--- src/rtl/seven_seg_if.sv ---
// Bus between the I/O register decode and the seven-segment scanner:
// digit writes and enable in, segment/anode drive and frame strobe out.
interface seven_seg_if #(
  parameter int DIGITS = 4
) ();
  logic              en;
  logic              wr_en;
  logic [2:0]        wr_addr;
  logic [3:0]        wr_data;
  logic [6:0]        seg;
  logic [DIGITS-1:0] an;
  logic              frame;

  modport master (output en, wr_en, wr_addr, wr_data, input seg, an, frame);
  modport slave  (input en, wr_en, wr_addr, wr_data, output seg, an, frame);
endinterface

--- src/rtl/seven_seg_scan.sv ---
// Multiplexed common-anode hex display scanner sharing one decoder across all digits.
// Optional leading-zero blanking is compiled in when SEVEN_SEG_LZB_EN is defined.
module seven_seg_scan #(
  parameter int DIGITS = 4,
  parameter int DIV    = 50000,
  parameter int BLANK  = 16
) (
  input  logic       clk,
  input  logic       reset_n,
  seven_seg_if.slave bus
);
  localparam int CW = $clog2(DIV);
  localparam int IW = $clog2(DIGITS);
  localparam logic [CW-1:0]     CNT_ZERO   = {CW{1'b0}};
  localparam logic [CW-1:0]     CNT_LAST   = CW'(DIV - 1);
  localparam logic [CW-1:0]     BLANK_LAST = CW'(BLANK - 1);
  localparam logic [IW-1:0]     IDX_ZERO   = {IW{1'b0}};
  localparam logic [IW-1:0]     IDX_LAST   = IW'(DIGITS - 1);
  localparam logic [DIGITS-1:0] AN_OFF     = {DIGITS{1'b1}};
  localparam logic [DIGITS-1:0] AN_ONE     = {{(DIGITS-1){1'b0}}, 1'b1};
  localparam logic [6:0]        SEG_OFF    = 7'h7F;

  typedef enum logic [1:0] {
    ST_IDLE  = 2'd0,
    ST_BLANK = 2'd1,
    ST_SHOW  = 2'd2
  } state_t;

  state_t            state_r;
  logic [CW-1:0]     cnt_r;
  logic [IW-1:0]     idx_r;
  logic [3:0]        cur_r;
  logic [3:0]        d_r   [DIGITS];
  logic [3:0]        eff_s [DIGITS];
  logic [3:0]        lat_s;
  logic [6:0]        seg_r;
  logic [DIGITS-1:0] an_r;
  logic              frame_r;
`ifdef SEVEN_SEG_LZB_EN
  logic              lzb_s;
  logic              cur_blank_r;
`endif

  function automatic logic [6:0] hex7(input logic [3:0] v);
    logic [6:0] s;
    case (v)
      4'h0:    s = 7'h40;
      4'h1:    s = 7'h79;
      4'h2:    s = 7'h24;
      4'h3:    s = 7'h30;
      4'h4:    s = 7'h19;
      4'h5:    s = 7'h12;
      4'h6:    s = 7'h02;
      4'h7:    s = 7'h78;
      4'h8:    s = 7'h00;
      4'h9:    s = 7'h10;
      4'hA:    s = 7'h08;
      4'hB:    s = 7'h03;
      4'hC:    s = 7'h46;
      4'hD:    s = 7'h21;
      4'hE:    s = 7'h06;
      4'hF:    s = 7'h0E;
      default: s = SEG_OFF;
    endcase
    return s;
  endfunction

  // Digit values as they will be after this edge, so a write on the latch edge is seen.
  always_comb begin
    lat_s = 4'h0;
    for (int i = 0; i < DIGITS; i++) begin
      eff_s[i] = (bus.wr_en && bus.wr_addr == 3'(i)) ? bus.wr_data : d_r[i];
      lat_s    = (idx_r == IW'(i)) ? eff_s[i] : lat_s;
    end
`ifdef SEVEN_SEG_LZB_EN
    lzb_s = (idx_r != IDX_ZERO);
    for (int j = 0; j < DIGITS; j++) begin
      lzb_s = (IW'(j) >= idx_r && eff_s[j] != 4'h0) ? 1'b0 : lzb_s;
    end
`endif
  end

  // Digit register file; out-of-range addresses match no entry.
  always_ff @(posedge clk or negedge reset_n) begin
    if (!reset_n) begin
      for (int i = 0; i < DIGITS; i++) d_r[i] <= 4'h0;
    end else begin
      for (int i = 0; i < DIGITS; i++) begin
        if (bus.wr_en && bus.wr_addr == 3'(i)) d_r[i] <= bus.wr_data;
      end
    end
  end

  // Scan FSM with registered pin drive; pins follow the state of the previous cycle.
  always_ff @(posedge clk or negedge reset_n) begin
    if (!reset_n) begin
      state_r <= ST_IDLE;
      cnt_r   <= CNT_ZERO;
      idx_r   <= IDX_ZERO;
      cur_r   <= 4'h0;
      seg_r   <= SEG_OFF;
      an_r    <= AN_OFF;
      frame_r <= 1'b0;
`ifdef SEVEN_SEG_LZB_EN
      cur_blank_r <= 1'b0;
`endif
    end else if (!bus.en) begin
      // Disable wins in every state and blanks the pins on the very next cycle.
      state_r <= ST_IDLE;
      cnt_r   <= CNT_ZERO;
      idx_r   <= IDX_ZERO;
      seg_r   <= SEG_OFF;
      an_r    <= AN_OFF;
      frame_r <= 1'b0;
    end else begin
      seg_r   <= SEG_OFF;
      an_r    <= AN_OFF;
      frame_r <= 1'b0;
      case (state_r)
        ST_IDLE: begin
          state_r <= ST_BLANK;
          cnt_r   <= CNT_ZERO;
          idx_r   <= IDX_ZERO;
        end
        ST_BLANK: begin
          if (cnt_r == BLANK_LAST) begin
            cur_r   <= lat_s;
            state_r <= ST_SHOW;
`ifdef SEVEN_SEG_LZB_EN
            cur_blank_r <= lzb_s;
`endif
          end
          cnt_r <= cnt_r + 1'b1;
        end
        ST_SHOW: begin
`ifdef SEVEN_SEG_LZB_EN
          if (!cur_blank_r) begin
            seg_r <= hex7(cur_r);
            an_r  <= ~(AN_ONE << idx_r);
          end
`else
          seg_r <= hex7(cur_r);
          an_r  <= ~(AN_ONE << idx_r);
`endif
          if (cnt_r == CNT_LAST) begin
            cnt_r   <= CNT_ZERO;
            idx_r   <= (idx_r == IDX_LAST) ? IDX_ZERO : idx_r + 1'b1;
            state_r <= ST_BLANK;
            frame_r <= (idx_r == IDX_LAST);
          end else begin
            cnt_r <= cnt_r + 1'b1;
          end
        end
        default: begin
          state_r <= ST_IDLE;
          cnt_r   <= CNT_ZERO;
          idx_r   <= IDX_ZERO;
        end
      endcase
    end
  end

  assign bus.seg   = seg_r;
  assign bus.an    = an_r;
  assign bus.frame = frame_r;
endmodule
--- src/flat_wrapper.sv ---
// flat-port wrapper written by rule: the top's interface ports become plain ports
module seven_seg_scan_flat 
#(
  parameter int DIGITS = 4,
  parameter int DIV    = 50000,
  parameter int BLANK  = 16
)
  (clk, reset_n, bus_en, bus_wr_en, bus_wr_addr, bus_wr_data, bus_seg, bus_an, bus_frame);
  seven_seg_if #(.DIGITS(DIGITS)) bus_i ();
  input  logic clk;
  input  logic reset_n;
  input wire logic [$bits(bus_i.en)-1:0] bus_en;
  input wire logic [$bits(bus_i.wr_en)-1:0] bus_wr_en;
  input wire logic [$bits(bus_i.wr_addr)-1:0] bus_wr_addr;
  input wire logic [$bits(bus_i.wr_data)-1:0] bus_wr_data;
  output wire logic [$bits(bus_i.seg)-1:0] bus_seg;
  output wire logic [$bits(bus_i.an)-1:0] bus_an;
  output wire logic [$bits(bus_i.frame)-1:0] bus_frame;
  assign bus_i.en = bus_en;
  assign bus_i.wr_en = bus_wr_en;
  assign bus_i.wr_addr = bus_wr_addr;
  assign bus_i.wr_data = bus_wr_data;
  assign bus_seg = bus_i.seg;
  assign bus_an = bus_i.an;
  assign bus_frame = bus_i.frame;
  seven_seg_scan #(.DIGITS(DIGITS), .DIV(DIV), .BLANK(BLANK)) u_core (.clk(clk), .reset_n(reset_n), .bus(bus_i));
endmodule
--- config.mk ---
export PLATFORM = sky130hd
export DESIGN_NAME = seven_seg_scan_flat
export DESIGN_NICKNAME = d
export VERILOG_FILES = /design/src/rtl/seven_seg_if.sv /design/src/rtl/seven_seg_scan.sv /design/src/flat_wrapper.sv
export SDC_FILE = /design/constraint.sdc
export NUM_CORES = 1
export LEC_CHECK = 0
export CAP_MARGIN = 20
export CORE_ASPECT_RATIO = 0.75
export CORE_MARGIN = 8
export CORE_UTILIZATION = 50
export CTS_CLUSTER_DIAMETER = 60
export DETAILED_ROUTE_END_ITERATION = 8
export HOLD_SLACK_MARGIN = 0.03
export PLACE_DENSITY = 0.74
export SLEW_MARGIN = 20
export SYNTH_ARGS = -nofsm -noshare
export SYNTH_HDL_FRONTEND = slang
export SYNTH_SLANG_ARGS = --single-unit
--- constraint.sdc ---
create_clock -name clk -period 2.2 [get_ports clk]
set_input_delay 0.33 -clock clk [delete_from_list [all_inputs] [get_ports clk]]
set_output_delay 0.33 -clock clk [all_outputs]
set_load 0.1 [all_outputs]
==> flow_metrics.tcl, run 1 <==
set metrics [dict create \
    path_buf_inv 0 \
    p_int_w 0.00153 \
    status "finished, final reports clean" \
    dieHeight_um 79.8 \
    core_area_mm2 0.00530 \
    clk_latency_ps 300 \
    seq_area_mm2 0.00132 \
    r2r-start "u_core.cnt_r[0]" \
    netlist_area_mm2 0.00272 \
    synth_top_area_frac 0.378 \
    ys_ff_latch 52 \
    grt_max_degree 25 \
    synth_top_flop_cell "dfrtp_1" \
    synthArstFlopShare 1.00 \
    n_antenna_cell 0 \
    hpwlAfterDp_um 3880 \
    drc 0 \
    p_per_area_mw_per_mm2 722 \
    power_w 0.00223 \
    num_rows 23 \
    grt_pass1_wl_um 9190 \
    die_area_mm2 0.00807 \
    mostFrequentLayoutCells "41 x dfrtp_1, 28 x nand2_1, 26 x nor2_1, 20 x buf_4, 16 x mux2_2" \
    clockBufferDepth 2 \
    syn_avg_cell_area_um2 10.6 \
    fin_util 0.585 \
    maxSlewViolCount 0 \
    required_ps 2360 \
    path_cells "ha_1 > and3_1 > and3_2 > a21oi_1 > o21ai_2 > nor2_1" \
    io_pins 23 \
    synth_area_leaders "dfrtp_1 38%, dfstp_2 11%, mux2_2 6.6%, ha_1 6.4%, nand2_1 3.9%" \
    fp.dieW_um 101 \
    cts_setup_buffers 0 \
    yosys.area.top_type "dfrtp_1" \
    grt.total_usage 0.142 \
    multi_input_area_mm2 0.00129 \
    area_delta_synth_final_pct 14.0 \
    drt_pass1_iterations 4 \
    clockRootBuffer "clkbuf_8" \
    clkPwrFrac 0.252 \
    yosysSeqAreaShare 0.484 \
    path_max_fanout 15 \
    setup_viol 0 \
    cts_buffers 5 \
    slowest_delay_ps 530 \
    yosysWarnings 0 \
    grt_overflow 0 \
    slowest_stage "o21ai_2" \
    hold_path_class "in -> async" \
    use_met3 0.0322 \
    vias 1928 \
    synth-edff-count 0 \
    switching_power_w 0.000709 \
    htree_levels 2 \
    finalCriticalPeriod_ps 1900 \
    critical_path_class "reg -> reg" \
    cts_tree "done" \
    switching_share 0.317 \
    start_kind "flop" \
    syn_inst 257 \
    max_cap_violations 0 \
    top_usage_layer "met2" \
    ir_drop_mv 0.493 \
    io_buffers 22 \
    hold_viol 0 \
    fillers 451 \
    ys_types 46 \
    wl_um 5350 \
    routedWlPerCell_um 14.9 \
    grt_setup_unrepaired "false" \
    crit_arrival_ps 2060 \
    post-route-period-util 0.864 \
    globalplace.congestion 0.820 \
    layout.nets 308 \
    endpoint_kind "flop" \
    pwr-share-comb 0.245 \
    p_leak_nw 1.25 \
    antenna_found_initial 0 \
    grt_use_met1 0.203 \
    ant_nets 0 \
    skew_ps 14.0 \
    syn_nets 282 \
    vias_per_cell 5.37 \
    grt_pass1_vias 1910 \
    crit_family "compound AO/OA/AOI/OAI gates" \
    fmax_mhz 526 \
    clock_sinks 52 \
    cts.clk_slew.worst_paths_ps 90 \
    seqPwrFrac 0.502 \
    drt_iter0_drc 125 \
    max_slew_margin 0.575 \
    critPathLaunch "u_core.cnt_r[0]" \
    whs_ps 427 \
    met2_usage 0.204 \
    final_common_cell "dfrtp_1" \
    start_util 0.513 \
    drive_gt1_frac 0.229 \
    tightest_slew_ps 632 \
]
==> sequential cells by signal, summed over array words and instances (netlist names) <==
name / flops
u_core.cnt_r: 16
u_core.d_r: 16
u_core.cur_r: 4
u_core.bus.frame: 1
u_core.bus.seg: 7
u_core.bus.an: 4
u_core.state_r: 2
u_core.idx_r: 2
==> power by group through the flow <==
| stage | clock network (W) | registers [W] | logic (W) |
|---|---|---|---|
| 3_3_place_gp | 0 | 0.00114 | 0.000533 |
| 4_1_cts | 0.000583 | 0.00112 | 0.000552 |
| 3_5_place_dp | 0 | 0.00114 | 0.000543 |
| 5_1_grt | 0.000624 | 0.00114 | 0.000598 |
| 6_report | 0.000564 | 0.00112 | 0.000548 |
| 2_1_floorplan | 0 | 0.00128 | 0.000253 |
==> cells in the mapped netlist (all sizes together) (5+ instances only) <==
master  number
mux2        16
buf          7
nand3       12
and3         5
dfrtp       41
nor2        26
clkbuf       5
xnor2        8
a21oi        5
xor2         6
inv         12
a21o         6
ha          14
dfstp       11
nand2       28
==> worst paths after layout <==
kind	cells after the start	endpoint	slack, ps
min	2	u_core.d_r[8]	430
max reg2reg	6	u_core.cnt_r[6]	300
min in group clk	1	u_core.cnt_r[0]	480
max in group asynchronous	3	u_core.bus.an[0]	1160
max	6	u_core.cnt_r[6]	300
min reg2reg	1	u_core.cnt_r[0]	480
==> layout make-up <==
class	count	area share
tap	75	0.0303
clock buffer	7	0.0279
timing repair buffer	31	0.0824
multi-input combinational	181	0.418
sequential	52	0.425
clock inverter	1	0.00242
inverter	12	0.0145
==> layer usage <==
metal | part of all wire | vias to the layer above
met5 | 0 | -
li1 | - | 944
met3 | 0.052 | 5
met1 | 0.51 | 927
met4 | 0.012 | 0
met2 | 0.42 | 52
==> cells by family after synthesis <==
group,count (synthesis),synth area share
compound gates,36,0.0986
xor+xnor,14,0.0451
fa+ha+maj,14,0.0645
buf+inv,24,0.0410
flops,52,0.484
mux,21,0.0894
simple gates,96,0.177
==> metrics by stage <==
stage	area, um2	cells	TNS [ps]	worst slack (ps)
3_3_place_gp	2990	350	0	77.1
6_report	3100	359	0	300
4_1_cts	3100	359	0	284
2_1_floorplan	2720	257	0	514
5_1_grt	3100	359	0	98.8
3_5_place_dp	2990	350	-112	-36.8
==> timing repair <==
item,4_1_cts,5_1_grt
endpoints found under the hold margin,8,0
hold buffers,1,0
resized for setup,1,0
endpoints found under the setup margin,14,0
No activity file was read; power rests on OpenSTA's default activity.
==> run 2: changes to the inputs <==
--- a/config.mk
+++ b/config.mk
@@ -13,7 +13,9 @@
 export DETAILED_ROUTE_END_ITERATION = 8
 export HOLD_SLACK_MARGIN = 0.03
 export PLACE_DENSITY = 0.74
+export REMOVE_ABC_BUFFERS = 1
 export SLEW_MARGIN = 20
 export SYNTH_ARGS = -nofsm -noshare
 export SYNTH_HDL_FRONTEND = slang
 export SYNTH_SLANG_ARGS = --single-unit
+export TNS_END_PERCENT = 30
==> run 2 against run 1 <==
  * Flip-flop and latch count did not move
  * Global-route usage fell by 0.29 points
  * First-iteration DRC count fell by 30%
  * Cell area decreased by 0.36%
==> flow_metrics.tcl, run 2 (synthesis results as in run 1) <==
set metrics [dict create \
    hold_path_class "in -> async" \
    finalCriticalPeriod_ps 1870 \
    setup_viol 0 \
    slowest_stage "or4_1" \
    io_buffers 22 \
    maxSlewViolCount 0 \
    clockBufferDepth 2 \
    clk_latency_ps 300 \
    p_per_area_mw_per_mm2 747 \
    hold_viol 0 \
    n_antenna_cell 0 \
    hpwlAfterDp_um 3880 \
    fillers 455 \
    max_cap_violations 0 \
    fin_area_mm2 0.00309 \
    drc 0 \
    area_delta_synth_final_pct 13.6 \
    wl_um 5310 \
    path_max_fanout 8 \
    placed_cell_area_mm2 0.00297 \
    clock_sinks 52 \
    ir_drop_mv 0.294 \
    skew_ps 9.43 \
    vias_per_cell 5.40 \
    status "finished, final reports clean" \
    core_area_mm2 0.00530 \
    antenna_found_initial 0 \
    setup_tns_ps 0 \
    fmax_mhz 534 \
    drt_iter0_drc 87 \
    required_ps 2390 \
    max_slew_margin 0.566 \
    io_pins 23 \
    cts_tree "done" \
    num_rows 23 \
    grt_overflow 0 \
    grt_pass1_vias 1873 \
    endpoint_kind "flop" \
    layout.nets 305 \
    grt_setup_unrepaired "false" \
    p_leak_nw 1.25 \
    cts_buffers 5 \
    clockRootBuffer "clkbuf_8" \
    tightest_slew_ps 650 \
    post-route-period-util 0.852 \
    start_util 0.513 \
    htree_levels 2 \
    routedWlPerCell_um 14.9 \
    final_common_cell "dfrtp_1" \
    globalplace.congestion 0.824 \
    hold_buffers 0 \
    drive_gt1_frac 0.224 \
    crit_arrival_ps 2060 \
    grt_max_degree 53 \
    dieHeight_um 79.8 \
    grt.total_usage 0.139 \
    path_cells "or4_1 > nor2_1 > and3_1 > nand2_1 > o22a_1" \
    start_kind "flop" \
    mostFrequentLayoutCells "41 x dfrtp_1, 28 x nand2_1, 26 x nor2_1, 18 x buf_4, 16 x mux2_2" \
    drt_pass1_iterations 4 \
    slowest_delay_ps 530 \
    fp.dieW_um 101 \
    cts.clk_slew.worst_paths_ps 90 \
    vias 1922 \
    die_area_mm2 0.00807 \
    critical_path_class "reg -> reg" \
    ant_nets 0 \
    grt_pass1_wl_um 9050 \
]
[run 2: cell count changes in the layout (fill, tap and decap cells not counted)]
cell and change:
buf_4 -2, bufinv_16 +1, clkbuf_8 -1, clkinv_2 +1, clkinvlp_4 -1, dlygate4sd3_1 -1
[run 2: stage by stage]
step                       util  cells  worst slack, ps  power [W]  hold WS, ps
after floorplan               -    245              372    0.00152         34.4
after global placement    0.562    348            -1.35    0.00167          473
after detailed placement  0.562    348            -37.4    0.00168          483
after CTS                 0.582    356             17.4    0.00232          152
after global routing      0.583    356              215    0.00242          190
final                     0.583    356              326    0.00230          127
[run 2: final cells by class]
class	instances	area [um2]	share of cell area
Clock buffer	6	72.6	0.0235
Tap cell	75	93.8	0.0304
Sequential cell	52	1320	0.426
Clock inverter	2	35.0	0.0114
Multi-Input combinational cell	181	1290	0.419
Inverter	12	45.0	0.0146
Timing Repair Buffer	28	230	0.0746
[run 2: routing by layer]
| layer | up-vias | track usage | share of wire |
|---|---|---|---|
| li1 | 940 | - | - |
| met1 | 945 | 0.202 | 0.51 |
| met2 | 35 | 0.202 | 0.43 |
| met3 | 2 | 0.0261 | 0.046 |
| met4 | 0 | 0.0430 | 0.0064 |
| met5 | - | 0 | 0 |
[run 2: worst paths after layout]
path	cells past startpoint	startpoint	endpoint	slack (ps)
setup / recovery	5	u_core.cnt_r[6]	u_core.cur_r[0]	330
hold / removal	2	reset_n	u_core.d_r[9]	130
setup reg to reg	5	u_core.cnt_r[6]	u_core.cur_r[0]	330
hold reg to reg	1	u_core.cnt_r[0]	u_core.cnt_r[0]	500
max in group asynchronous	2	reset_n	u_core.bus.frame	1630
min in group clk	1	u_core.cnt_r[0]	u_core.cnt_r[0]	500
[run 2: repair_timing]
| item | 4_1_cts | 5_1_grt |
|---|---|---|
| endpoints found under the hold margin | 0 | 0 |
| endpoints found under the setup margin | 0 | 15 |
| resized for setup | 0 | 1 |
| buffers inserted | 0 | 0 |
[run 2: power breakdown]
part           leakage (nW)  internal (W)  switching [W]
combinational         0.539      0.000195       0.000350
sequential            0.655       0.00107      0.0000505
clock                0.0552      0.000338       0.000298
total                  1.25       0.00161       0.000699
[run 2: critical path, delay by kind of cell (launching register included)]
family | cells | cell delay, ps
compound gates | 1 | 170
flops | 1 | 470
simple gates | 4 | 1130
==> run 3: changes to the inputs <==
--- a/config.mk
+++ b/config.mk
@@ -5,8 +5,8 @@
 export SDC_FILE = /design/constraint.sdc
 export NUM_CORES = 1
 export LEC_CHECK = 0
-export CAP_MARGIN = 20
-export CORE_ASPECT_RATIO = 0.75
+export CAP_MARGIN = 30
+export CORE_ASPECT_RATIO = 1.5
 export CORE_MARGIN = 8
 export CORE_UTILIZATION = 50
 export CTS_CLUSTER_DIAMETER = 60
==> run 3 against run 2 <==
  * Clock skew up 4.3 ps
  * Count of clock-buffer cells in the layout unchanged
  * Register-to-register slack worse by 130 ps
  * Flip-flop and latch count stayed put
  * Setup slack got worse by 130 ps
  * Maximum frequency shrank 6.6%
  * Largest cell class unchanged
  * Highest routed layer unchanged
==> flow_metrics.tcl, run 3 (synthesis results as in run 1) <==
set metrics [dict create \
    status "finished, final reports clean" \
    clock_sinks 52 \
    grt_pass1_wl_um 9610 \
    path_cells "ha_1 > and3_1 > and3_2 > a21oi_1 > o21ai_1 > buf_4 > nor2_1" \
    final_common_cell "dfrtp_1" \
    wl_um 5440 \
    grt_overflow 0 \
    required_ps 2400 \
    grt_use_met1 0.142 \
    vias_per_cell 5.53 \
    cts.clk_slew.worst_paths_ps 100 \
    rrSetupSlack_ps 190 \
    path_max_fanout 8 \
    power_w 0.00230 \
    slowest_stage "o21ai_1" \
    start_util 0.506 \
    routedWlPerCell_um 15.4 \
    area_delta_synth_final_pct 14.3 \
    crit_arrival_ps 2210 \
    setup_viol 0 \
    skew_ps 13.7 \
    finalCriticalPeriod_ps 2010 \
    worstReg2RegEnd "u_core.cnt_r[5]" \
    p_leak_nw 1.27 \
    max_slew_margin 0.587 \
    path_buf_inv 1 \
    antenna_found_initial 0 \
    clk_latency_ps 320 \
    setup_tns_ps 0 \
    hpwlAfterDp_um 4080 \
    core_area_mm2 0.00537 \
    r2r-start "u_core.cnt_r[0]" \
    drive_gt1_frac 0.230 \
    rr_worst_depth 7 \
    fmax_mhz 499 \
    ant_nets 0 \
    cts_buffers 5 \
    clockRootBuffer "clkbuf_8" \
    grt.total_usage 0.145 \
    p_per_area_mw_per_mm2 741 \
    fp.dieW_um 76.2 \
    mostFrequentLayoutCells "41 x dfrtp_1, 28 x nand2_1, 26 x nor2_1, 19 x buf_4, 16 x mux2_2" \
    hold_path_class "in -> async" \
    max_cap_violations 0 \
    tightest_slew_ps 620 \
    num_rows 33 \
    hold_viol 0 \
    io_pins 23 \
    cts_tree "done" \
    io_buffers 22 \
    globalplace.congestion 0.867 \
    met2_usage 0.278 \
    drt_iter0_drc 115 \
    endpoint_kind "flop" \
    cts_setup_buffers 0 \
    maxSlewViolCount 0 \
    drc 0 \
    layout.nets 307 \
    grt_setup_unrepaired "false" \
    n_antenna_cell 0 \
    vias 1952 \
    die_area_mm2 0.00810 \
    crit_family "compound AO/OA/AOI/OAI gates" \
    grt_max_degree 28 \
    start_kind "flop" \
    clockBufferDepth 2 \
    cts_resized 0 \
    hold_buffers 0 \
    drt_pass1_iterations 4 \
    critical_path_class "reg -> reg" \
    post-route-period-util 0.911 \
    top_usage_layer "met2" \
    htree_levels 2 \
    ir_drop_mv 0.426 \
    grt_pass1_vias 2071 \
    use_met3 0.0313 \
    dieHeight_um 106 \
    slowest_delay_ps 460 \
]
==> run 3: per-stage QoR <==
stage | instances | setup WS, ps | hold slack (ps) | area (um2) | utilization
after floorplan | 245 | 372 | 34.4 | 2650 | -
after global placement | 344 | 25.8 | 386 | 2990 | 0.557
after detailed placement | 345 | 122 | 383 | 3000 | 0.558
after CTS | 353 | 180 | 30.6 | 3100 | 0.578
after global routing | 353 | 21.0 | 50.3 | 3100 | 0.578
final | 353 | 195 | 20.8 | 3100 | 0.578
==> run 3: layer usage <==
| layer | vias up | wire length [um] |
|---|---|---|
| li1 | 947 | - |
| met1 | 970 | 2170 |
| met2 | 26 | 3020 |
| met3 | 9 | 133 |
| met4 | 0 | 119 |
| met5 | - | 0 |
==> run 3: power by group <==
part	leakage, nW	switching [W]	internal (W)
logic	0.553	0.000340	0.000200
registers	0.655	0.0000475	0.00107
clock network	0.0573	0.000340	0.000299
==> run 3: worst register-to-register path: cells and delay by family (launching register included) <==
family / cells / cell delay, ps
and+or+nand+nor: 3 / 490
AOI/OAI and AO/OA: 2 / 540
adders and majority gates: 1 / 200
DFF: 1 / 400
buffers and inverters: 1 / 260
==> run 3: how the worst max path moves through the flow <==
stage | start | endpoint | slack (ps) | cells after the start
after floorplan | u_core.cnt_r[0] | u_core.cnt_r[10] | 370 | 6
after global placement | bus_en | u_core.cnt_r[9] | 30 | 4
after detailed placement | bus_wr_addr[1] | u_core.cur_r[1] | 120 | 6
after CTS | u_core.cnt_r[0] | u_core.cnt_r[5] | 180 | 7
after global routing | u_core.cnt_r[0] | u_core.cnt_r[5] | 20 | 7
final | u_core.cnt_r[0] | u_core.cnt_r[5] | 190 | 7
==> run 3: layout make-up <==
type                    count  area [um2]
clock buffers               6        93.8
clock inverters             2        15.0
fillers                   476        2260
inverters                  12        45.0
multi-input cells         181        1290
flip-flops and latches     52        1320
well taps                  70        87.6
repair buffers             30         258
